File: config.mk
export PLATFORM = sky130hd
export DESIGN_NAME = pose_score_combiner
export DESIGN_NICKNAME = d
export VERILOG_FILES = /design/src/rtl/pose_score_combiner.sv
export SDC_FILE = /design/constraint.sdc
export NUM_CORES = 1
export LEC_CHECK = 0
export CAP_MARGIN = 10
export CORE_ASPECT_RATIO = 1.25
export CORE_UTILIZATION = 45
export CTS_BUF_LIST = sky130_fd_sc_hd__clkbuf_8
export DETAILED_ROUTE_END_ITERATION = 10
export PLACE_DENSITY = 0.63
export RECOVER_POWER = 50
export SYNTH_ARGS = -nofsm -noshare
export SYNTH_HDL_FRONTEND = slang
export SYNTH_SLANG_ARGS = --single-unit
File: constraint.sdc
create_clock -name clk -period 12.6 [get_ports clk]
set_input_delay 2.52 -clock clk [delete_from_list [all_inputs] [get_ports clk]]
set_output_delay 2.52 -clock clk [all_outputs]
set_load 0.05 [all_outputs]
File: src/rtl/pose_score_combiner.sv
// Collects per-limb DTW scores as each limb pipeline finishes, then folds the
// enabled, captured scores into one frame score (sum, weighted sum, max or min).
module pose_score_combiner #(
  parameter int unsigned N_CH     = 3,
  parameter int unsigned SCORE_W  = 32,
  parameter int unsigned WEIGHT_W = 4,
  parameter int unsigned OUT_W    = 32,
  parameter int unsigned TIMEOUT  = 65536
) (
  input  logic                     clk,
  input  logic                     rst_n,
  input  logic                     clear,
  input  logic [N_CH*SCORE_W-1:0]  ch_score,
  input  logic [N_CH-1:0]          ch_done,
  input  logic [N_CH-1:0]          ch_enable,
  input  logic [N_CH*WEIGHT_W-1:0] weight,
  input  logic [1:0]               mode,
  output logic [OUT_W-1:0]         score,
  output logic                     done,
  output logic                     timed_out,
  output logic                     overrun,
  output logic                     busy,
  output logic [N_CH-1:0]          ch_captured
);

  localparam int unsigned PROD_W = SCORE_W + WEIGHT_W;
  localparam int unsigned SUM_W  = ((OUT_W > PROD_W) ? OUT_W : PROD_W) + 1;
  localparam int unsigned IDX_W  = (N_CH > 1) ? $clog2(N_CH) : 1;
  localparam int unsigned TC_W   = $clog2(TIMEOUT);

  localparam logic [1:0] MODE_SUM  = 2'd0;
  localparam logic [1:0] MODE_WSUM = 2'd1;
  localparam logic [1:0] MODE_MAX  = 2'd2;

  localparam logic [OUT_W-1:0] OUT_MAX = {OUT_W{1'b1}};

  typedef enum logic [1:0] {
    IDLE    = 2'd0,
    COLLECT = 2'd1,
    ACCUM   = 2'd2,
    DONE    = 2'd3
  } state_t;

  state_t                 state;
  state_t                 next_state;
  logic                   timeout_hit;

  logic [SCORE_W-1:0]     cap_score [N_CH];
  logic [TC_W-1:0]        tcnt;
  logic                   to_flag;
  logic [IDX_W-1:0]       idx;
  logic [OUT_W-1:0]       acc;
  logic [1:0]             mode_q;
  logic [N_CH*WEIGHT_W-1:0] weight_q;
  logic [N_CH-1:0]        en_q;

  logic [N_CH-1:0]        cap_base;
  logic [N_CH-1:0]        qual;
  logic [N_CH-1:0]        cap_next;
  logic                   covered;
  logic                   tc_last;

  logic [SCORE_W-1:0]     cur_score;
  logic [WEIGHT_W-1:0]    cur_weight;
  logic                   cur_on;
  logic [PROD_W-1:0]      product;
  logic [SUM_W-1:0]       sum;
  logic [OUT_W-1:0]       acc_step;

  // A new frame starts from an empty capture set; dones only count in IDLE/COLLECT.
  always_comb begin
    cap_base = (state == IDLE) ? '0 : ch_captured;
    qual     = '0;
    if (state == IDLE || state == COLLECT) begin
      qual = ch_done & ch_enable & ~cap_base;
    end
    cap_next = cap_base | qual;
    covered  = ((cap_next & ch_enable) == ch_enable);
    tc_last  = (tcnt == TC_W'(TIMEOUT - 1));
  end

  always_ff @(posedge clk or negedge rst_n) begin
    if (!rst_n) begin
      state <= IDLE;
      busy  <= 1'b0;
    end else begin
      state <= next_state;
      busy  <= (next_state != IDLE);
    end
  end

  always_comb begin
    next_state  = state;
    timeout_hit = 1'b0;
    if (clear) begin
      next_state = IDLE;
    end else begin
      case (state)
        IDLE: begin
          if (|qual) begin
            next_state = covered ? ACCUM : COLLECT;
          end
        end
        COLLECT: begin
          if (covered) begin
            next_state = ACCUM;
          end else if (tc_last) begin
            next_state  = ACCUM;
            timeout_hit = 1'b1;
          end
        end
        ACCUM: begin
          if (idx == IDX_W'(N_CH - 1)) begin
            next_state = DONE;
          end
        end
        DONE:    next_state = IDLE;
        default: next_state = IDLE;
      endcase
    end
  end

  // One channel folded per cycle; sums clamp at the output full-scale value.
  always_comb begin
    cur_score  = '0;
    cur_weight = '0;
    cur_on     = 1'b0;
    for (int i = 0; i < int'(N_CH); i++) begin
      if (idx == IDX_W'(i)) begin
        cur_score  = cap_score[i];
        cur_weight = weight_q[i*WEIGHT_W +: WEIGHT_W];
        cur_on     = en_q[i] & ch_captured[i];
      end
    end
    product  = PROD_W'(cur_score) * PROD_W'(cur_weight);
    sum      = SUM_W'(acc) + ((mode_q == MODE_WSUM) ? SUM_W'(product) : SUM_W'(cur_score));
    acc_step = acc;
    if (cur_on) begin
      case (mode_q)
        MODE_SUM, MODE_WSUM: acc_step = (sum > SUM_W'(OUT_MAX)) ? OUT_MAX : OUT_W'(sum);
        MODE_MAX: begin
          if (OUT_W'(cur_score) > acc) acc_step = OUT_W'(cur_score);
        end
        default: begin
          if (OUT_W'(cur_score) < acc) acc_step = OUT_W'(cur_score);
        end
      endcase
    end
  end

  always_ff @(posedge clk or negedge rst_n) begin
    if (!rst_n) begin
      score       <= '0;
      done        <= 1'b0;
      timed_out   <= 1'b0;
      overrun     <= 1'b0;
      ch_captured <= '0;
      tcnt        <= '0;
      to_flag     <= 1'b0;
      idx         <= '0;
      acc         <= '0;
      mode_q      <= '0;
      weight_q    <= '0;
      en_q        <= '0;
      for (int i = 0; i < int'(N_CH); i++) begin
        cap_score[i] <= '0;
      end
    end else if (clear) begin
      done        <= 1'b0;
      timed_out   <= 1'b0;
      overrun     <= 1'b0;
      ch_captured <= '0;
    end else begin
      done <= (state == DONE);

      if (state == IDLE || state == COLLECT) begin
        if (state == COLLECT || (|qual)) begin
          ch_captured <= cap_next;
        end
        for (int i = 0; i < int'(N_CH); i++) begin
          if (qual[i]) begin
            cap_score[i] <= ch_score[i*SCORE_W +: SCORE_W];
          end
        end
      end

      if (state == IDLE) begin
        tcnt <= '0;
      end else if (state == COLLECT) begin
        tcnt <= tcnt + TC_W'(1);
      end

      // Mode, weights and enables are frozen for the whole accumulation pass.
      if (next_state == ACCUM && state != ACCUM) begin
        idx      <= '0;
        mode_q   <= mode;
        weight_q <= weight;
        en_q     <= ch_enable;
        to_flag  <= timeout_hit;
        acc      <= (mode == 2'd3) ? OUT_MAX : '0;
      end else if (state == ACCUM) begin
        idx <= idx + IDX_W'(1);
        acc <= acc_step;
        if (next_state == DONE) begin
          score     <= acc_step;
          timed_out <= to_flag;
        end
      end

      if ((state == ACCUM || state == DONE) && (|(ch_done & ch_enable))) begin
        overrun <= 1'b1;
      end
    end
  end

endmodule

; ---- Word-level counts from Yosys, hierarchy flattened
; Index checks and enable logic that the tools add are counted.
[op_classes]
eq_ne = 14
n_reduce_logical = 28
addsub = 3
n_mul = 1
n_mux = 44
magnitude_cmp = 3
bitwise = 10
[ops]
columns = cell, count
row1 = $mux 32, 10
row2 = $pmux 32 s2, 1
row3 = $add 32x36->37, 1
row4 = $gt 37x32->1 const B, 1
row5 = $mul 32x4->36, 1
row6 = $mux 36, 1
row7 = $gt 32x32->1, 1
row8 = $lt 32x32->1, 1
row9 = $mux 16, 2
row10 = $add 16x1->16 const B, 1
row11 = $eq 16x16->1 const B, 1
row12 = $mux 2, 8
row13 = $reduce_bool 2->1, 8
row14 = $mux 3, 5
row15 = $eq 2x2->1 const B, 7
row16 = $mux 1, 13
row17 = $mux 4, 3
row18 = $reduce_and 3->1, 4
row19 = $and 3x3->3, 3
row20 = $pmux 2 s4, 1
row21 = $reduce_and 2->1, 4
row22 = $eq 2x1->1 const B, 3
row23 = $logic_not 2->1, 3
row24 = $reduce_or 3->1, 2
row25 = 11 further kinds, 18
[word_totals]
wordCells = 120
inputBits = 119
regBits = 205

; ---- Depth between registers and ports, before layout
[logic_depth]
depth_word = 17
mapped_depth = 42
ltp_nobuf = 35

; ---- Least setup slack after synthesis
; Ideal clock, no wire load.
[synth_path]
path_kind = register to register
from = reg idx[0]
to = reg acc[26]
path_stages_with_launch = 39
setup_ns = 0.137
t_arrival_ns = 8.162
slack_ns = 4.301
path_buffers = 8
required_time_ns = 12.463
cell_sequence = dfrtp_1 > inv_1 > ha_1 > clkbuf_1 > clkbuf_1 > buf_1 > clkbuf_1 > buf_1 > o21a_1 > buf_1 > nor2_1 > fa_1 > inv_1 > fa_1 > inv_1 > ha_1 > a21o_1 > o2bb2ai_1 > [3 not listed] > a31o_2 > a21oi_1 > xor2_1 > o21ai_0 > ha_1 > buf_2 > o21a_1 > o21ai_0 > a21oi_1 > nor4_1 > nor4b_1 > a311oi_4 > a2111oi_2 > o2bb2ai_2 > nand3_4 > buf_6 > o31ai_1 > a21oi_1
[synth_between]
elab_chain_cells = 13
elab_cells_between_ends = 32
[synth_lines]
columns = element, line_no
row1 = from (decl), 51  ; logic [IDX_W-1:0] idx;
row2 = from (signal assigned), 202  ; idx <= idx + IDX_W'(1);
row3 = $logic_not 2->1, 129  ; if (idx == IDX_W'(i)) begin
row4 = $mux 32 or $mux 4 (tied branches) (3 in series), 129
row5 = $mul 32x4->36, 135  ; product = PROD_W'(cur_score) * PROD_W'(cur_weight);
row6 = $mux 36, 136  ; sum = SUM_W'(acc) + ((mode_q == MODE_WSUM) ? SUM_W'(product) : SUM_W'(cur_score));
row7 = $add 32x36->37, 136
row8 = $gt 37x32->1, 140  ; MODE_SUM, MODE_WSUM: acc_step = (sum > SUM_W'(OUT_MAX)) ? OUT_MAX : OUT_W'(sum);
row9 = $mux 32, 140
row10 = $pmux 32 s2, 139  ; case (mode_q)
row11 = $mux 32, 138  ; if (cur_on) begin
row12 = $mux 32, 201  ; end else if (state == ACCUM) begin
row13 = $mux 32, 194  ; if (next_state == ACCUM && state != ACCUM) begin
row14 = to (signal assigned), 200  ; acc <= (mode == 2'd3) ? OUT_MAX : '0;
row15 = to (signal assigned), 203  ; acc <= acc_step;
row16 = to (decl), 52  ; logic [OUT_W-1:0] acc;
; Parallel ways exist; a longest one is shown, timed or not. The select of a mux whose other input is x is not followed.
; A chain may end at the register's enable or synchronous reset.

; ---- Worst setup path after layout
[layout_path]
from = reg idx[0]
to = reg score[23]
[layout_between]
elab_chain_cells = 11
elab_cells_between_ends = 31
[layout_lines]
columns = element, line_no
row1 = $logic_not 2->1, 129
row2 = $mux 32 or $mux 4 (tied branches) (3 in series), 129
row3 = $mul 32x4->36, 135
row4 = $mux 36, 136
row5 = $add 32x36->37, 136
row6 = $gt 37x32->1, 140
row7 = $mux 32, 140
row8 = $pmux 32 s2, 139
row9 = $mux 32, 138
row10 = to (signal assigned), 205  ; score <= acc_step;
row11 = to (decl), 18  ; output logic [OUT_W-1:0] score,
; Parallel ways exist; a longest one is shown, timed or not.

==> results.md <==
* Slew Limit Fails at about 240
* Yosys reg bits at roughly 200
* Final hold vios at 0
* Sequential fraction of the synthesis area at 0.283
* Vias at about 17k
* Area leader, netlist: dfrtp_1
* Setup TNS at 0 ps
* Worst slack at placement at about 3200 ps
* Syn Area/Cell at ~8.3 sq um
* CP Buf/Inv Count at 4
* Htree depth at 2
* Post-synth top area share at 0.283
* CTS Hold Bufs at 0
* Worst hold path type: reg2reg
* Pin count of the biggest net entering global routing at 82
* # nets final at around 2.6k
* Die Y-Extent at around 230 um
* FF-to-FF setup slack at a little over 3000 ps
* Setup crit end kind: register
* Failing checks: capacitance limit, slew limit
* Min cycle time layout at about 9600 ps
* Syn_nets at between 2k and 2.5k
* Horiz. Die Dim at approximately 180 um
* Final clock skew at about 35 ps
* Grt total ovfl at 0
* Post-synth EDFFs at 0
* # DRC at 0
* Initial antenna violation count at 0
* DR iter-0 viols at about 1.1k
* Setup violations, final at 0
* Top Ports at 158
* Status: complete, but fails checks
* Worst-Margin Slew at ~4400 ps
* Critical Path Sink: score[23]
* DR pass1 iterations at 5
* Starting Density at 0.459
* Most frequent CP cell: inv_1
* Total routed wirelength at around 58000 um
* Fmax at 104 MHz
* Netlist Area Pre-Place at 0.0181 sq mm
* Slowest CP cell: o21a_1
* Antenna cells at 0
* Stages on the worst setup path at 31
* Multi-input logic area at between 0.01 and 0.015 sq mm
* Vias per std cell at just under 6
* Period utilization at 0.760
* Reg-to-reg endpoint: score[23]
* Distinct cells, synth at 90
* FF+latch area at 0.00513 sq mm
* Port Buf Inserts at ~160
* Most common cell after layout, fill and taps aside: nand2_1
* RSZ-0062 raised after global routing: no
* Total global-route track usage at 0.286
* Core area at between 0.03 and 0.04 sq mm
* Vias in the first global route at roughly 16k
* CTS Sinks at a little over 200
* Worst-path clk slew at around 60 ps
* WS Path Type: reg2reg
* Final Util at 0.529
* First-pass GRT wire length at about 92000 um
* Critical Path RT at ~13000 ps
* Die area at 0.0411 sq mm
* Worst Slack Setup Final at roughly 3000 ps
* RePlAce Congestion at roughly 0.96
* Row count at 81
* Largest delay contributor family on the critical path: compound AO/OA/AOI/OAI gates
* Cell count after synthesis at 2174
* Most used DFF post-synth: dfrtp_1
* Setup Fix Bufs, Post-CTS at 0
* CTS buffer count at 38
* Layout cell share with drive strength beyond 1 at 0.115
* Worst R2R Path Depth at 31
* Slew headroom at -1.93
* Commonest non-fill, non-tap cells in the layout: nand2_1, dfrtp_1, nor2_1, inv_1, a21oi_1
* Reg2Reg Launch Point: idx[0]
* Yosys Warn Count at 0
* Data arrival, critical path at 10030 ps
* Area growth syn-to-layout at 15.1%
* DRT antenna net count at 0
* Resize count post-CTS at 0
* CTS tree: built
* Crit path launch: idx[0]
* Fill count at 3729
* Detailed placer's ending HPWL at 43900 um
* CP peak stage delay at about 840 ps
* Async SR Flop Fraction at 1.00
* Top cells by area, synth: dfrtp_1, ha_1, mux2_2
* CTS Buffer Depth at 3
* Max Cap Viol at 4
* Critical path launch point type: register
* Avg WL per Cell at 20.6 um
* Worst skew pair latency at ~590 ps
* Critical Path Fanout Max at 73
* CTS Root Cell: clkbuf_8
[registers in the layout, indices dropped and copies added (netlist names)]
signal       cells
ch_captured      3
timed_out        1
to_flag          1
done             1
idx              2
tcnt            16
mode_q           2
busy             1
cap_score       96
acc             32
score           32
en_q             3
weight_q        12
state            2
overrun          1
[area by class of cell]
| class | count | share of cell area |
|---|---|---|
| clock buffers | 45 | 0.0297 |
| flip-flops and latches | 205 | 0.246 |
| repair buffers | 184 | 0.0842 |
| inverters | 185 | 0.0333 |
| well taps | 498 | 0.0299 |
| clock inverters | 20 | 0.00924 |
| multi-input cells | 1663 | 0.568 |
[cells by family after synthesis]
family,synth area share
simple gates,0.163
flops,0.283
mux,0.0869
fa+ha+maj,0.142
compound gates,0.226
buf+inv,0.0662
xor+xnor,0.0331
[routing by layer]
layer	up-vias	track usage	share of wire
li1	7835	-	-
met1	8042	0.379	0.43
met2	627	0.475	0.47
met3	113	0.0413	0.066
met4	0	0.100	0.035
met5	-	0	0
[metrics by stage]
step	hold WS [ps]	instance area, sq um	instances
global placement	443	20100	2735
CTS	461	20900	2800
finish	458	20900	2800
detailed placement	444	20100	2735
global route	500	20900	2800
floorplan	427	18100	2174
[worst min-delay path by stage]
stage | startpoint | end | slack, ps | cells after the start
after global routing | to_flag | to_flag | 500 | 2
after global placement | to_flag | to_flag | 440 | 2
after detailed placement | to_flag | to_flag | 440 | 2
after floorplan | to_flag | to_flag | 430 | 2
final | to_flag | to_flag | 460 | 2
after CTS | to_flag | to_flag | 460 | 2
[worst reg2reg max path, delay by kind of cell, from the launching register on]
kind / cells / cell delay, ps
buf+inv: 4 / 810
compound gates: 16 / 4260
simple gates: 5 / 1550
fa+ha+maj: 5 / 2300
flops: 1 / 380
xor+xnor: 1 / 150
[Yosys cell counts, types with 48 or more instances]
cell / number
a21oi_1: 175
clkbuf_1: 86
dfrtp_1: 205
fa_1: 61
ha_1: 108
inv_1: 184
mux2_2: 114
nand2_1: 249
nand3_1: 53
nor2_1: 206
o211ai_1: 48
o21ai_0: 135
Power is not shown: default switching activity piles up to over one toggle a cycle in this logic, so the estimate is an artifact.
